--- src/rtl/alu_seq.sv ---
// alu_seq: integer execution unit with valid/ready handshakes on both sides.
// Define ALU_MULDIV_EN to build the iterative RV32M multiply/divide datapath.
module alu_seq #(
  parameter int WIDTH = 32
) (
  input  logic             clk,
  input  logic             rst_n,
  input  logic             flush,
  input  logic             in_valid,
  output logic             in_ready,
  input  logic [4:0]       op,
  input  logic [WIDTH-1:0] rs1,
  input  logic [WIDTH-1:0] rs2,
  output logic             out_valid,
  input  logic             out_ready,
  output logic [WIDTH-1:0] result,
  output logic             err
);
  localparam int SHW = $clog2(WIDTH);

  localparam logic [4:0] OP_ALU_ADD  = 5'd0;
  localparam logic [4:0] OP_ALU_SUB  = 5'd1;
  localparam logic [4:0] OP_ALU_SLL  = 5'd2;
  localparam logic [4:0] OP_ALU_SLT  = 5'd3;
  localparam logic [4:0] OP_ALU_SLTU = 5'd4;
  localparam logic [4:0] OP_ALU_XOR  = 5'd5;
  localparam logic [4:0] OP_ALU_SRL  = 5'd6;
  localparam logic [4:0] OP_ALU_SRA  = 5'd7;
  localparam logic [4:0] OP_ALU_OR   = 5'd8;
  localparam logic [4:0] OP_ALU_AND  = 5'd9;

  localparam logic [1:0] S_IDLE = 2'd0;
  localparam logic [1:0] S_DONE = 2'd3;

  logic [1:0]       state_q, state_d;
  logic [WIDTH-1:0] result_q, result_d;
  logic             err_q, err_d;
  logic             accept;
  logic [WIDTH-1:0] base_res;
  logic             base_ok;

  assign in_ready  = rst_n && (state_q == S_IDLE || (state_q == S_DONE && out_ready));
  assign accept    = in_valid && in_ready && !flush;
  assign out_valid = (state_q == S_DONE);
  assign result    = result_q;
  assign err       = err_q;

  always_comb begin
    base_ok  = 1'b1;
    base_res = '0;
    case (op)
      OP_ALU_ADD:  base_res = rs1 + rs2;
      OP_ALU_SUB:  base_res = rs1 - rs2;
      OP_ALU_SLL:  base_res = rs1 << rs2[SHW-1:0];
      OP_ALU_SRL:  base_res = rs1 >> rs2[SHW-1:0];
      OP_ALU_SRA:  base_res = $signed(rs1) >>> rs2[SHW-1:0];
      OP_ALU_SLT:  base_res = {{(WIDTH-1){1'b0}}, ($signed(rs1) < $signed(rs2))};
      OP_ALU_SLTU: base_res = {{(WIDTH-1){1'b0}}, (rs1 < rs2)};
      OP_ALU_XOR:  base_res = rs1 ^ rs2;
      OP_ALU_OR:   base_res = rs1 | rs2;
      OP_ALU_AND:  base_res = rs1 & rs2;
      default:     base_ok  = 1'b0;
    endcase
  end

`ifdef ALU_MULDIV_EN
  localparam logic [4:0] OP_ALU_MUL    = 5'd10;
  localparam logic [4:0] OP_ALU_MULH   = 5'd11;
  localparam logic [4:0] OP_ALU_MULHSU = 5'd12;
  localparam logic [4:0] OP_ALU_MULHU  = 5'd13;
  localparam logic [4:0] OP_ALU_DIV    = 5'd14;
  localparam logic [4:0] OP_ALU_DIVU   = 5'd15;
  localparam logic [4:0] OP_ALU_REM    = 5'd16;
  localparam logic [4:0] OP_ALU_REMU   = 5'd17;
  localparam logic [1:0] S_MUL = 2'd1;
  localparam logic [1:0] S_DIV = 2'd2;
  localparam int CW = SHW + 1;
  localparam logic [WIDTH-1:0] MOST_NEG = {1'b1, {(WIDTH-1){1'b0}}};

  // hi/lo hold {product} for MUL and {remainder, quotient} for DIV
  logic [WIDTH-1:0]   hi_q, hi_d, lo_q, lo_d, opnd_q, opnd_d;
  logic [4:0]         op_q, op_d;
  logic               neg_q, neg_d, rneg_q, rneg_d;
  logic [CW-1:0]      cnt_q, cnt_d;
  logic [WIDTH:0]     mul_sum, div_trial;
  logic [WIDTH-1:0]   step_hi, step_lo, quo, rem, iter_res;
  logic [2*WIDTH-1:0] prod;
  logic               a_signed, b_signed, a_neg, b_neg, is_mul, is_div, div_special;
  logic [WIDTH-1:0]   a_mag, b_mag, special_res;

  always_comb begin
    is_mul   = (op == OP_ALU_MUL) || (op == OP_ALU_MULH) || (op == OP_ALU_MULHSU) || (op == OP_ALU_MULHU);
    is_div   = (op == OP_ALU_DIV) || (op == OP_ALU_DIVU) || (op == OP_ALU_REM) || (op == OP_ALU_REMU);
    a_signed = (op == OP_ALU_MUL) || (op == OP_ALU_MULH) || (op == OP_ALU_MULHSU) ||
               (op == OP_ALU_DIV) || (op == OP_ALU_REM);
    b_signed = (op == OP_ALU_MUL) || (op == OP_ALU_MULH) || (op == OP_ALU_DIV) || (op == OP_ALU_REM);
    a_neg    = a_signed && rs1[WIDTH-1];
    b_neg    = b_signed && rs2[WIDTH-1];
    a_mag    = a_neg ? (~rs1 + 1'b1) : rs1;
    b_mag    = b_neg ? (~rs2 + 1'b1) : rs2;
    div_special = 1'b0;
    special_res = '0;
    if (rs2 == '0) begin
      div_special = 1'b1;
      special_res = (op == OP_ALU_DIV || op == OP_ALU_DIVU) ? '1 : rs1;
    end else if ((op == OP_ALU_DIV || op == OP_ALU_REM) && rs1 == MOST_NEG && rs2 == '1) begin
      div_special = 1'b1;
      special_res = (op == OP_ALU_DIV) ? rs1 : '0;
    end
  end

  always_comb begin
    mul_sum   = {1'b0, hi_q} + (lo_q[0] ? {1'b0, opnd_q} : '0);
    div_trial = {hi_q, lo_q[WIDTH-1]} - {1'b0, opnd_q};
    if (state_q == S_MUL) begin
      step_hi = mul_sum[WIDTH:1];
      step_lo = {mul_sum[0], lo_q[WIDTH-1:1]};
    end else if (!div_trial[WIDTH]) begin
      step_hi = div_trial[WIDTH-1:0];
      step_lo = {lo_q[WIDTH-2:0], 1'b1};
    end else begin
      step_hi = {hi_q[WIDTH-2:0], lo_q[WIDTH-1]};
      step_lo = {lo_q[WIDTH-2:0], 1'b0};
    end
    prod = neg_q ? (~{step_hi, step_lo} + 1'b1) : {step_hi, step_lo};
    quo  = neg_q ? (~step_lo + 1'b1) : step_lo;
    rem  = rneg_q ? (~step_hi + 1'b1) : step_hi;
    case (op_q)
      OP_ALU_MUL:                             iter_res = prod[WIDTH-1:0];
      OP_ALU_MULH, OP_ALU_MULHSU, OP_ALU_MULHU: iter_res = prod[2*WIDTH-1:WIDTH];
      OP_ALU_DIV, OP_ALU_DIVU:                iter_res = quo;
      default:                                iter_res = rem;
    endcase
  end
`endif

  always_comb begin
    state_d  = state_q;
    result_d = result_q;
    err_d    = err_q;
`ifdef ALU_MULDIV_EN
    hi_d   = hi_q;
    lo_d   = lo_q;
    opnd_d = opnd_q;
    op_d   = op_q;
    neg_d  = neg_q;
    rneg_d = rneg_q;
    cnt_d  = cnt_q;
    if (state_q == S_MUL || state_q == S_DIV) begin
      hi_d  = step_hi;
      lo_d  = step_lo;
      cnt_d = cnt_q + CW'(1);
      if (cnt_q == CW'(WIDTH - 1)) begin
        state_d  = S_DONE;
        result_d = iter_res;
        err_d    = 1'b0;
      end
    end
`endif
    if (state_q == S_DONE && out_ready) state_d = S_IDLE;
    if (accept) begin
      state_d  = S_DONE;
      err_d    = !base_ok;
      result_d = base_ok ? base_res : '0;
`ifdef ALU_MULDIV_EN
      if (is_mul || (is_div && !div_special)) begin
        state_d = is_mul ? S_MUL : S_DIV;
        err_d   = 1'b0;
        hi_d    = '0;
        lo_d    = a_mag;
        opnd_d  = b_mag;
        op_d    = op;
        neg_d   = a_neg ^ b_neg;
        rneg_d  = a_neg;
        cnt_d   = '0;
      end else if (is_div) begin
        err_d    = 1'b0;
        result_d = special_res;
      end
`endif
    end
    // flush drops anything in flight, including a result waiting in DONE
    if (flush) begin
      state_d = S_IDLE;
`ifdef ALU_MULDIV_EN
      cnt_d = '0;
`endif
    end
  end

  always_ff @(posedge clk) begin
    if (!rst_n) begin
      state_q  <= S_IDLE;
      result_q <= '0;
      err_q    <= 1'b0;
`ifdef ALU_MULDIV_EN
      hi_q   <= '0;
      lo_q   <= '0;
      opnd_q <= '0;
      op_q   <= '0;
      neg_q  <= 1'b0;
      rneg_q <= 1'b0;
      cnt_q  <= '0;
`endif
    end else begin
      state_q  <= state_d;
      result_q <= result_d;
      err_q    <= err_d;
`ifdef ALU_MULDIV_EN
      hi_q   <= hi_d;
      lo_q   <= lo_d;
      opnd_q <= opnd_d;
      op_q   <= op_d;
      neg_q  <= neg_d;
      rneg_q <= rneg_d;
      cnt_q  <= cnt_d;
`endif
    end
  end
endmodule

--- config.mk ---
export PLATFORM = sky130hd
export DESIGN_NAME = alu_seq
export DESIGN_NICKNAME = d
export VERILOG_FILES = /design/src/rtl/alu_seq.sv
export SDC_FILE = /design/constraint.sdc
export NUM_CORES = 1
export LEC_CHECK = 0
export ABC_AREA = 1
export CAP_MARGIN = 30
export CORE_ASPECT_RATIO = 1.1
export CORE_MARGIN = 5
export CORE_UTILIZATION = 50
export CTS_CLUSTER_DIAMETER = 40
export CTS_CLUSTER_SIZE = 25
export DETAILED_ROUTE_END_ITERATION = 10
export DONT_BUFFER_PORTS = 1
export GPL_TIMING_DRIVEN = 1
export HOLD_SLACK_MARGIN = 0.05
export SETUP_SLACK_MARGIN = 0.1
export SLEW_MARGIN = 20
export SYNTH_ARGS = -nofsm -noshare
export SYNTH_HDL_FRONTEND = slang
export SYNTH_SLANG_ARGS = --single-unit
--- constraint.sdc ---
create_clock -name clk -period 7.1 [get_ports clk]
set_clock_uncertainty 0.15 [all_clocks]
set_input_delay 2.13 -clock clk [delete_from_list [all_inputs] [get_ports clk]]
set_output_delay 2.13 -clock clk [all_outputs]
set_load 0.01 [all_outputs]
; Word level (Yosys, flattened, before mapping)
; Cells that the tools add are included.
[word_totals]
register_bits = 35
elab_cells = 41
output_inout_bits = 35
input_bits = 74
[classes]
order_cmp = 2
mux = 5
add_sub_neg = 2
bitwise = 4
n_eq_ne = 10
shift = 3
n_reduce_logical = 12
[op_table]
columns = op, n
row1 = 32-bit one-hot mux with 10 select lines, 1
row2 = 32-bit less-than comparator, 2
row3 = 32-bit adder, 1
row4 = 32-bit AND, 1
row5 = 32-bit 2-to-1 mux, 1
row6 = 32-bit OR, 1
row7 = 32-bit by 5-bit left shift with 32-bit output, 1
row8 = 32-bit by 5-bit >> shifter with 32-bit output, 1
row9 = 32-bit by 5-bit >>> shifter with 32-bit output, 1
row10 = 32-bit subtractor, 1
row11 = 32-bit XOR, 1
row12 = 5-bit by 3-bit equality test with 1-bit output (second input constant), 4
row13 = 5-bit by 2-bit equality test with 1-bit output (second input constant), 2
row14 = 5-bit by 4-bit equality test with 1-bit output (second input constant), 2
row15 = 10-bit OR reduction, 1
row16 = 5-bit by 1-bit equality test with 1-bit output (second input constant), 1
row17 = 5-bit logical NOT, 1
row18 = 1-bit logical AND, 4
row19 = 2-bit 2-to-1 mux, 2
row20 = 2-bit equality test (second input constant), 1
row21 = 1-bit logical NOT, 2
row22 = 2-bit logical NOT, 1
row23 = 2-bit nonzero test, 1
row24 = 2-bit OR reduction, 1
row25 = other kinds (3), 3

; Depth between registers and ports, before layout
; Gate-level depths: netlist (run 1).
[logic_depth]
depth_word = 7
depth_mapped = 20
mapped_depth_nobuf = 18

; Worst setup path before layout (run 1)
; Ideal clock, no wire load.
[synth_path]
kind = input-to-output
start = in rst_n
end = out in_ready
path_buffers = 1
required_ps = 4820
slack_ps = 2224
path_stages = 3
arrival_ps = 2596
cell_sequence = inv_2 -> clkbuf_1 -> nor2_1
[synth_via]
elab_chain_cells = 1
[synth_rtl]
columns = item, line_no
row1 = start: declaration, 7  ; input logic rst_n,
row2 = 1-bit logical AND, 42  ; assign in_ready = rst_n && (state_q == S_IDLE || (state_q == S_DONE && out_ready));
row3 = end: declaration, 10  ; output logic in_ready,
; No other way between the ends.

; Worst setup path in the final report (run 1)
; Ends and elaborated chain as after synthesis.

==> results of run 1 <==
stage by stage:
step / hold WS (ns) / utilization (%) / std cells / worst slack [ns]
final: 0.362 / 50.5 / 2507 / 2.08
after CTS: 0.365 / 50.5 / 2507 / 2.07
after global routing: 0.387 / 50.5 / 2507 / 2.01
after global placement: 0.356 / 49.8 / 2499 / 2.08
after floorplan: 0.339 / - / 2297 / 2.22
after detailed placement: 0.358 / 49.8 / 2499 / 2.08
power breakdown:
part / switching (mW) / internal, mW
Combinational: 0.479 / 0.191
Clock: 0.0809 / 0.139
Sequential: 0.00409 / 0.194
routing by layer:
metal  part of all wire (%)  track usage [%]  up-vias
met5                      0                0        -
met4                    7.4             21.9        0
met3                    8.7             5.22      193
met2                     45             63.9      795
met1                     38             46.6     6770
li1                       -                -     7112
synth_stat cells, types with 5 or more instances:
cell	number	area share [%]
buf_1	7	0.23
o21bai_1	11	0.72
a21oi_1	98	4.3
nand3_1	348	15
buf_6	5	0.49
dfxtp_1	34	6.0
and2_1	15	0.82
nor2_4	7	0.69
inv_2	16	0.53
nand4_1	25	1.4
nor3_1	27	1.2
buf_2	53	2.3
buf_4	8	0.53
o21ai_1	21	0.92
clkbuf_1	25	0.82
ha_1	100	11
nand2_2	5	0.27
o21ai_0	56	2.5
o211ai_1	15	0.99
o22ai_1	17	0.93
nor2_1	173	5.7
nand2_1	888	29
inv_1	295	9.7
nor2_2	6	0.33
area by class of cell:
| cell class | instances | area (um2) | share of cell area [%] |
|---|---|---|---|
| Multi-Input combinational cell | 1848 | 9010 | 78.8 |
| Inverter | 313 | 1180 | 10.3 |
| Timing Repair Buffer | 4 | 30.0 | 0.263 |
| Clock buffer | 6 | 139 | 1.21 |
| Clock inverter | 2 | 12.5 | 0.109 |
| Tap cell | 300 | 375 | 3.28 |
| Sequential cell | 34 | 681 | 5.95 |
cells by family after synthesis:
family	count (synthesis)	share of synthesized area, %
compound gates	235	11.5
fa+ha+maj	102	11.3
buf+inv	415	15.0
flops	34	5.97
mux	3	0.263
simple gates	1508	55.9
cells in the final DEF (no fill, tap or decap), drive strengths merged, types with 3 or more instances in the layout:
master / count
nand3: 352
o211ai: 15
mux2i: 3
a211oi: 3
a21oi: 100
buf: 4
o21bai: 11
inv: 313
and2: 15
nand2: 893
o2111ai: 3
nand3b: 4
nor3: 28
clkbuf: 6
ha: 100
nor2: 186
nand4: 26
o22ai: 17
o21ai: 77
dfxtp: 34
o21a: 4
sequential cells by signal, indices dropped and copies added, names as in the netlist:
| signal | cells |
|---|---|
| err | 1 |
| result | 32 |
| state_q | 1 |
final timing paths:
| check | end | startpoint | depth (start not counted) | slack (ns) |
|---|---|---|---|---|
| hold / removal | result[29] | result[29] | 2 | 0.36 |
| hold reg to reg | result[29] | result[29] | 2 | 0.36 |
| setup reg to reg | result[17] | state_q[0] | 7 | 5.02 |
| setup / recovery | in_ready | rst_n | 2 | 2.08 |
==> summary.txt, run 1 <==
Status: finished clean
Wirelength per Cell: 20.6 um
TNS Setup: 0 ns
Routed WL: 51700 um
CTS Buf Count: 5
DRT Pass-1 Iters: 8
Final Slew Violations: 0
CP Cell Sequence: inv_2 -> nor2_1
Starting density of the core: 50.4%
Post-CTS sizing: 0
Max FO, Critical Path: 34
# diodes: 0
Final HPWL from detailed placement: 42300 um
WP data required: 4.82 ns
FP Rows: 58
Post-synth top flop: dfxtp_1
Worst-margin pin slew: 0.987 ns
# hold bufs at CTS: 0
Port Buffers: 0
Crit path DAT: 2.74 ns
# IOs: 109
First-pass GRT wire length: 77700 um
Mapped Cells: 2297
Post-Syn Area per Cell: 4.96 um2
Post-DP Area: 0.0113 mm2
Chip Width: 154 um
Area growth from synthesis to layout: 0.264%
Pwr Total: 1.09 mW
Vias in the first global route: 13766
#FFs+latches synth: 34
Vias per inst: 5.93
F_max: 0.199 GHz
Synthesized area: 0.0114 mm2
Hold Vio Cnt, Final: 0
Total GRT Usage: 38.1%
Fin crit period: 5.02 ns
TritonCTS clock tree: built
Critical path's slowest cell: inv_2
Layout cells sized above 1: 2.58%
RSZ-0062 raised after global routing: no
Grt ovf: 0
Core ar.: 0.0226 mm2
Clk sinks: 34
Layout fillers: 2645
Count of different cell masters after synthesis: 45
CP peak stage delay: 0.42 ns
Clock tree buffer depth: 2
Die area: 0.0259 mm2
Syn. warnings: 0
FFs w/ async S/R, synth: 0%
H-tree level count: 2
Number of flops mapped to enable cells by yosys: 0
Pwr/cell area: 95.1 mW/mm2
Final ANT Viol Nets: 0
Rel. slew slack: 34.1%
CP endpoint kind: primary output
Crit path kind: input port to primary output
Seq/Total Area, Yosys: 5.97%
DRC Markers: 0
Via count: 14870
Die Y: 168 um
Pin count of the biggest net entering global routing: 71
Initial antenna violation count: 0
Setup violators final: 0
Final instance area: 0.0114 mm2
Clock Latency Late Sink: 0.27 ns
Clock slew at reported path FFs: 0.05 ns
Crit path buffers/inverters: 1
Period utilization: 70.7%
Clock root buffer: clkbuf_16
Number of nets in the layout: 2382
Startpoint Class: input port
Syn nets: 2473
Hold crit path type: flop to flop
Max VDD drop: 0.0997 mV
Leak pwr: 6.44 nW
Post-CTS Setup Inserts: 0
Initial DRC Count: 1748
CP top delay family: buffers and inverters
Final RePlAce weighted congestion: 1.06
Max-cap violations: 0
(Power assumes the default switching activity.)
==> run 2: changes to the inputs <==
--- a/config.mk
+++ b/config.mk
@@ -5,7 +5,7 @@
 export SDC_FILE = /design/constraint.sdc
 export NUM_CORES = 1
 export LEC_CHECK = 0
-export ABC_AREA = 1
+export ABC_AREA = 0
 export CAP_MARGIN = 30
 export CORE_ASPECT_RATIO = 1.1
 export CORE_MARGIN = 5
@@ -16,6 +16,7 @@
 export DONT_BUFFER_PORTS = 1
 export GPL_TIMING_DRIVEN = 1
 export HOLD_SLACK_MARGIN = 0.05
+export PLACE_DENSITY = 0.68
 export SETUP_SLACK_MARGIN = 0.1
 export SLEW_MARGIN = 20
 export SYNTH_ARGS = -nofsm -noshare
==> constraint.sdc (replaced) <==
create_clock -name clk -period 4.2 [get_ports clk]
set_clock_uncertainty 0.15 [all_clocks]
set_input_delay 1.26 -clock clk [delete_from_list [all_inputs] [get_ports clk]]
set_output_delay 1.26 -clock clk [all_outputs]
set_load 0.01 [all_outputs]
==> run 2 against run 1 <==
Critical path depth increased by 9. Synthesized area shrank 13%. Clock power is 140% higher. Count of clock-buffer cells in the layout did not move. Worst hold slack improved by 0.0029 ns. Synthesized cell count is 39% lower. Via count down 23%. Setup slack worse by 1.8 ns. First-iteration DRC count is 8.2% lower. Register-to-register slack got worse by 3.4 ns. Largest power group unchanged.
==> summary.txt, run 2 <==
Status: finished clean
Clock root buffer: clkbuf_16
Total GRT Usage: 37.5% (-0.55 points)
Post-Syn Area per Cell: 7.11 um2 (+43%)
Period utilization: 93.0%
Hold path cells: 2 (unchanged)
Clock slew at reported path FFs: 0.07 ns (+0.02 ns)
TritonCTS clock tree: built
CTS Buf Count: 5 (unchanged)
Max-cap violations: 0 (unchanged)
Vias in the first global route: 10713 (-22%)
R2r startpoint: state_q[0]
Final instance area: 0.0106 mm2 (-7.0%)
Routed WL: 43700 um (-15%)
Hold crit path type: flop to flop
Layout fillers: 1969 (-26%)
TNS Setup: 0 ns (unchanged)
FP Rows: 54 (-6.9%)
First-pass GRT wire length: 65300 um (-16%)
Post-CTS sizing: 0 (unchanged)
DRC Markers: 0 (unchanged)
# hold bufs at CTS: 0 (unchanged)
# IOs: 109 (unchanged)
Initial antenna violation count: 1 (+1)
DRT Pass-1 Iters: 6 (-2)
Chip Width: 144 um (-6.4%)
CP endpoint kind: flop
Hold Vio Cnt, Final: 0 (unchanged)
R2r endpoint: result[29]
Final ANT Viol Nets: 0 (unchanged)
Startpoint Class: input port
Seq. cell area: 681 um2 (unchanged)
Max VDD drop: 0.141 mV (+41%)
Rel. slew slack: 50.0% (+16 points)
Most common cell after layout, fill and taps aside: nor2_1
Clk sinks: 34 (unchanged)
Die Y: 157 um (-6.5%)
Fin crit period: 3.90 ns
Leak pwr: 4.37 nW (-32%)
Worst r2r path cells: 9 (+2)
Logic pwr share: 55.6% (-6.0 points)
Layout cells sized above 1: 13.7% (+11 points)
WP data required: 4.22 ns (-0.60 ns)
Crit path DAT: 3.93 ns (+1.19 ns)
Number of nets in the layout: 1543 (-35%)
Int Power: 1.14 mW (+120%)
Crit path kind: input port to flop
Final hold slack: 0.365 ns (+0.00293 ns)
Sw Ratio: 41.9% (-9.9 points)
Top-area cell type share of the netlist area: 12.7% (-17 points)
RSZ-0062 raised after global routing: no
Min-Delay Endpoint: result[13]
Post-DP Area: 0.0104 mm2 (-7.6%)
Setup violators final: 0 (unchanged)
Starting density of the core: 50.3% (-0.091 points)
Clock tree buffer depth: 2 (unchanged)
Syn. warnings: 0 (unchanged)
P_sw: 0.819 mW (+45%)
Mapped Cells: 1390 (-39%)
R2R Setup Slk: 1.63 ns (-3.39 ns)
Die area: 0.0227 mm2 (-13%)
Most frequent cells after synthesis: nor2_1, a21oi_1, nand2_1
Pwr/cell area: 184 mW/mm2 (+93%)
Hold path start: result[13]
Pwr Total: 1.96 mW (+80%)
Clock Latency Late Sink: 0.30 ns (+0.03 ns)
Port Buffers: 0 (unchanged)
Number of flops mapped to enable cells by yosys: 0 (unchanged)
Via count: 11493 (-23%)
Max reg flops: 32 (unchanged)
Area growth from synthesis to layout: 7.56%
Seq/Total Area, Yosys: 6.89% (+0.92 points)
Syn nets: 1566 (-37%)
Final Slew Violations: 0 (unchanged)
F_max: 0.256 GHz
Reg power frac: 17.0% (-1.2 points)
FFs w/ async S/R, synth: 0% (unchanged)
Worst-margin pin slew: 0.750 ns (-0.238 ns)
Vias per inst: 7.09 (+20%)
Synth area leader: ha_1
#FFs+latches synth: 34 (unchanged)
Grt ovf: 0 (unchanged)
Highest-count cells in the layout ignoring fill and taps: nor2_1, a21oi_1, nand2_1, o21ai_0
Clock power share: 27.4% (+7.2 points)
Post-synth top flop: dfxtp_1
Pin count of the biggest net entering global routing: 75 (+5.6%)
Post-CTS Setup Inserts: 0 (unchanged)
Final HPWL from detailed placement: 33800 um (-20%)
Multi-input logic area: 0.00843 mm2 (-6.5%)
Final RePlAce weighted congestion: 1.02 (-3.9%)
Synth area leaders: ha_1, mux4_2, a21oi_1, dfxtp_1, nor2_1
Wirelength per Cell: 27.0 um (+31%)
Initial DRC Count: 1605 (-8.2%)
H-tree level count: 2 (unchanged)
Top-count cell post-synth: nor2_1
Count of different cell masters after synthesis: 83 (+84%)
Setup WS pre-CTS: 0.0550 ns (-2.02 ns)
Min setup slack post-route: 0.295 ns (-1.78 ns)
Max FO, Critical Path: 5 (-85%)
Synthesized area: 0.00988 mm2 (-13%)
Core ar.: 0.0197 mm2 (-13%)
run 2: changes by cell type in the layout (fill, tap and decap cells not counted), sizes merged, moves of 17 or more:
cell | previous run | this run
mux2 | 0 | 20
a21oi | 100 | 144
nor3 | 28 | 45
mux4 | 0 | 48
nand4 | 26 | 9
a211oi | 3 | 28
mux2i | 3 | 43
buf | 4 | 79
nand2 | 893 | 116
o21ai | 77 | 106
nor2 | 186 | 144
nand3 | 352 | 34
inv | 313 | 99
run 2: worst max-delay path, cell delays in order:
cell and delay (ns):
ha_1 0.21, fa_1 0.42, nand3_1 0.10, nand2_1 0.10
a31oi_2 0.27, o31ai_1 0.17, a41o_1 0.37, a311oi_4 0.35
o21ai_2 0.08, a2111oi_0 0.48, a211oi_1 0.10
run 2: how the worst max path moves through the flow:
stage | start | to | slack (ns) | cells after the start
floorplan | rs2[3] | result[11] | 0.08 | 13
global placement | rs1[10] | result[18] | 0.05 | 11
detailed placement | rs2[10] | result[18] | 0.06 | 11
CTS | rs2[10] | result[18] | 0.36 | 11
global route | rs2[9] | result[24] | 0.11 | 10
finish | rs1[0] | result[28] | 0.30 | 11
run 2: power by group through the flow:
stage / logic (mW) / clock network, mW / registers [mW]
after detailed placement: 1.05 / 0 / 0.340
after global placement: 1.05 / 0 / 0.340
final: 1.09 / 0.536 / 0.332
after floorplan: 0.807 / 0 / 0.338
after global routing: 1.17 / 0.553 / 0.333
after CTS: 1.05 / 0.541 / 0.333
run 2: kinds of logic (layout without fill, tap and decap cells):
group                      after synthesis  after routing  synth area share [%]
other                                    0              1                     0
AOI/OAI and AO/OA                      504            504                  33.9
DFF                                     34             34                  6.89
adders and majority gates              102            102                  13.1
and+or+nand+nor                        423            423                  19.4
muxes                                  111            111                  17.6
buffers and inverters                  210            188                  8.65
xor gates and xnor gates                 6              6                 0.532
run 2: cell type report:
| cell class | instances | area share [%] |
|---|---|---|
| Multi-Input combinational cell | 1146 | 79.3 |
| Sequential cell | 34 | 6.40 |
| Timing Repair Buffer | 79 | 5.70 |
| Inverter | 101 | 3.75 |
| Tap cell | 252 | 2.97 |
| Clock buffer | 6 | 1.31 |
| Clock inverter | 2 | 0.565 |
| Antenna cell | 1 | 0.0235 |
run 2: metrics by stage:
step | cells | utilization (%)
finish | 1621 | 54.1
global route | 1620 | 54.1
CTS | 1620 | 54.0
detailed placement | 1612 | 53.0
global placement | 1612 | 53.0
floorplan | 1390 | -
run 2: layer usage:
layer / up-vias / GRT usage (%) / routed length (um)
met5: - / 0 / 0
met4: 0 / 18.8 / 2750
met3: 143 / 10.0 / 5450
met2: 837 / 58.0 / 18900
met1: 5326 / 48.1 / 16600
li1: 5187 / - / -
==> run 3: changes to the inputs <==
==> constraint.sdc (replaced) <==
create_clock -name clk -period 4.2 [get_ports clk]
set_clock_uncertainty 0.15 [all_clocks]
set_input_delay 0.21 -clock clk [delete_from_list [all_inputs] [get_ports clk]]
set_output_delay 0.21 -clock clk [all_outputs]
set_load 0.1 [all_outputs]
==> run 3 against run 2 <==
Largest cell class unchanged. Largest power group unchanged. Worst hold slack lost 0.29 ns. Setup slack gained 0.66 ns. Design area decreased by 2.1%. Combinational power down 5%. First-iteration DRC count shrank 0.56%. Wire length decreased by 2.8%. Fmax grew 20%. Highest routed layer is now met5. Final cell count fell by 1.9%. Sequential cell count is the same. Critical path depth unchanged. Via count down 0.38%. Count of clock-buffer cells in the layout grew 1. Critical endpoint unchanged.
==> summary.txt, run 3 (synthesis results as in run 2) <==
Setup violators final: 0 (unchanged)
Post-CTS Setup Inserts: 0 (unchanged)
# diodes: 0 (-1)
Period utilization: 77.2% (-16 points)
CP Cell Sequence: ha_1 -> fa_1 -> nand3_1 -> nand2_1 -> a31oi_1 -> o31ai_1 -> a41o_1 -> a311oi_4 -> o21ai_2 -> a2111oi_0 -> a211oi_1
Total GRT Usage: 36.6% (-0.90 points)
Max VDD drop: 0.134 mV (-4.9%)
Setup crit start: rs2[0]
Leak pwr: 4.22 nW (-3.3%)
Layout fillers: 1985 (+0.81%)
Die Y: 157 um (unchanged)
Clock Latency Late Sink: 0.29 ns (about the same)
Final ANT Viol Nets: 0 (unchanged)
Core ar.: 0.0197 mm2 (unchanged)
Final core utilization: 52.9% (-1.1 points)
Seq. cell area: 681 um2 (unchanged)
Die area: 0.0227 mm2 (unchanged)
FP Rows: 54 (unchanged)
Area growth from synthesis to layout: 5.29%
CP endpoint kind: flop
Pin count of the biggest net entering global routing: 75 (unchanged)
Post-DP Area: 0.0102 mm2 (-2.6%)
First-pass GRT wire length: 64400 um (-1.4%)
F_max: 0.309 GHz (+20%)
CP peak stage delay: 0.46 ns (-0.02 ns)
Clock slew at reported path FFs: 0.06 ns (about the same)
DRC Markers: 0 (unchanged)
R2R Setup Slk: 1.42 ns (-0.21 ns)
Vias per inst: 7.20 (+1.5%)
Clock root buffer: clkbuf_16
Post-CTS sizing: 0 (unchanged)
Startpoint Class: input port
Via count: 11449 (-0.38%)
Hold path cells: 3 (+1)
Layout cells sized above 1: 9.86% (-3.8 points)
Most common cell after layout, fill and taps aside: nor2_1
Crit path buffers/inverters: 0 (unchanged)
Status: finished clean
Hold Vio Cnt, Final: 0 (unchanged)
Port Buffers: 0 (unchanged)
Wirelength per Cell: 26.7 um (-1.0%)
Hold path start: flush
Highest-count cells in the layout ignoring fill and taps: nor2_1, a21oi_1, nand2_1, o21ai_0, ha_1
Final instance area: 0.0104 mm2 (-2.1%)
H-tree level count: 2 (unchanged)
CTS Buf Count: 5 (unchanged)
Grt ovf: 0 (unchanged)
Clk sinks: 34 (unchanged)
TritonCTS clock tree: built
Critical path's slowest cell: a31oi_1
R2r startpoint: state_q[0]
CP top delay family: compound AO/OA/AOI/OAI gates
DRT Pass-1 Iters: 6 (unchanged)
Final RePlAce weighted congestion: 1.06 (+3.8%)
TNS Setup: 0 ns (unchanged)
Pwr Total: 1.80 mW (-8.0%)
Final hold slack: 0.0732 ns (-0.292 ns)
# hold bufs at CTS: 7 (+7)
Rel. slew slack: 26.5% (-24 points)
Hold crit path type: input port to flop
Max reg flops: 32 (unchanged)
Starting density of the core: 50.3% (unchanged)
Clock tree buffer depth: 2 (unchanged)
Pwr/cell area: 173 mW/mm2 (-6.0%)
WP data required: 4.22 ns (about the same)
Initial DRC Count: 1596 (-0.56%)
Crit path kind: input port to flop
Routed WL: 42500 um (-2.8%)
Vias in the first global route: 10700 (-0.12%)
Max FO, Critical Path: 74 (+69)
Min-Delay Endpoint: err
Max-cap violations: 0 (unchanged)
Crit path DAT: 3.27 ns (-0.66 ns)
Worst r2r path cells: 8 (-1)
Worst-margin pin slew: 1.09 ns (+0.344 ns)
Fin crit period: 3.24 ns (-0.664 ns)
Initial antenna violation count: 1 (unchanged)
Final HPWL from detailed placement: 32300 um (-4.3%)
Multi-input logic area: 0.00837 mm2 (-0.73%)
R2r endpoint: result[22]
# IOs: 109 (unchanged)
Chip Width: 144 um (unchanged)
Number of nets in the layout: 1514 (-1.9%)
RSZ-0062 raised after global routing: no
Final Slew Violations: 0 (unchanged)
==> run 3: changes by cell type in the layout (fill, tap and decap cells not counted), moves of 2 or more <==
cell,previous run,this run
buf_1,0,6
dlygate4sd3_1,0,7
bufinv_16,2,0
buf_4,78,25
ha_4,4,0
buf_16,0,8
ha_1,96,100
clkbuf_1,0,4
==> run 3: report_power, final <==
part	total [mW]	internal [mW]	leakage, nW	switching, mW
Combinational	1.04	0.405	3.87	0.633
Sequential	0.352	0.327	0.274	0.0250
Clock	0.411	0.236	0.0739	0.174
Total	1.80	0.968	4.22	0.832
==> run 3: cell type report <==
class | instances | area share, %
Clock buffer | 7 | 1.37
Clock inverter | 1 | 0.0481
Inverter | 101 | 3.64
Multi-Input combinational cell | 1146 | 80.4
Sequential cell | 34 | 6.54
Tap cell | 252 | 3.03
Timing Repair Buffer | 50 | 4.97
==> run 3: tightest hold or removal path, stage by stage <==
cell and delay, ns:
nor2b_1 0.05, a21oi_1 0.15, nor3_1 0.06
==> run 3: worst max path at each step <==
stage                     depth (start not counted)          to  slack (ns)
after floorplan                                  12  result[11]        0.55
after global placement                           11  result[28]        0.85
after detailed placement                         11  result[28]        0.80
after CTS                                        11  result[28]        1.09
after global routing                             11  result[28]        0.75
final                                            11  result[28]        0.96
==> run 3: metrics by stage <==
| stage | instances | setup slack (ns) |
|---|---|---|
| floorplan | 1390 | 0.552 |
| global placement | 1558 | 0.849 |
| detailed placement | 1572 | 0.804 |
| CTS | 1587 | 1.09 |
| global route | 1591 | 0.753 |
| finish | 1591 | 0.959 |
==> run 3: routing by layer <==
layer  track usage, %  wire (um)  up-vias
li1                 -          -     5095
met1             47.8      16200     5323
met2             55.9      18100      848
met3             9.45       5410      181
met4             18.5       2830        2
met5                0         13        -
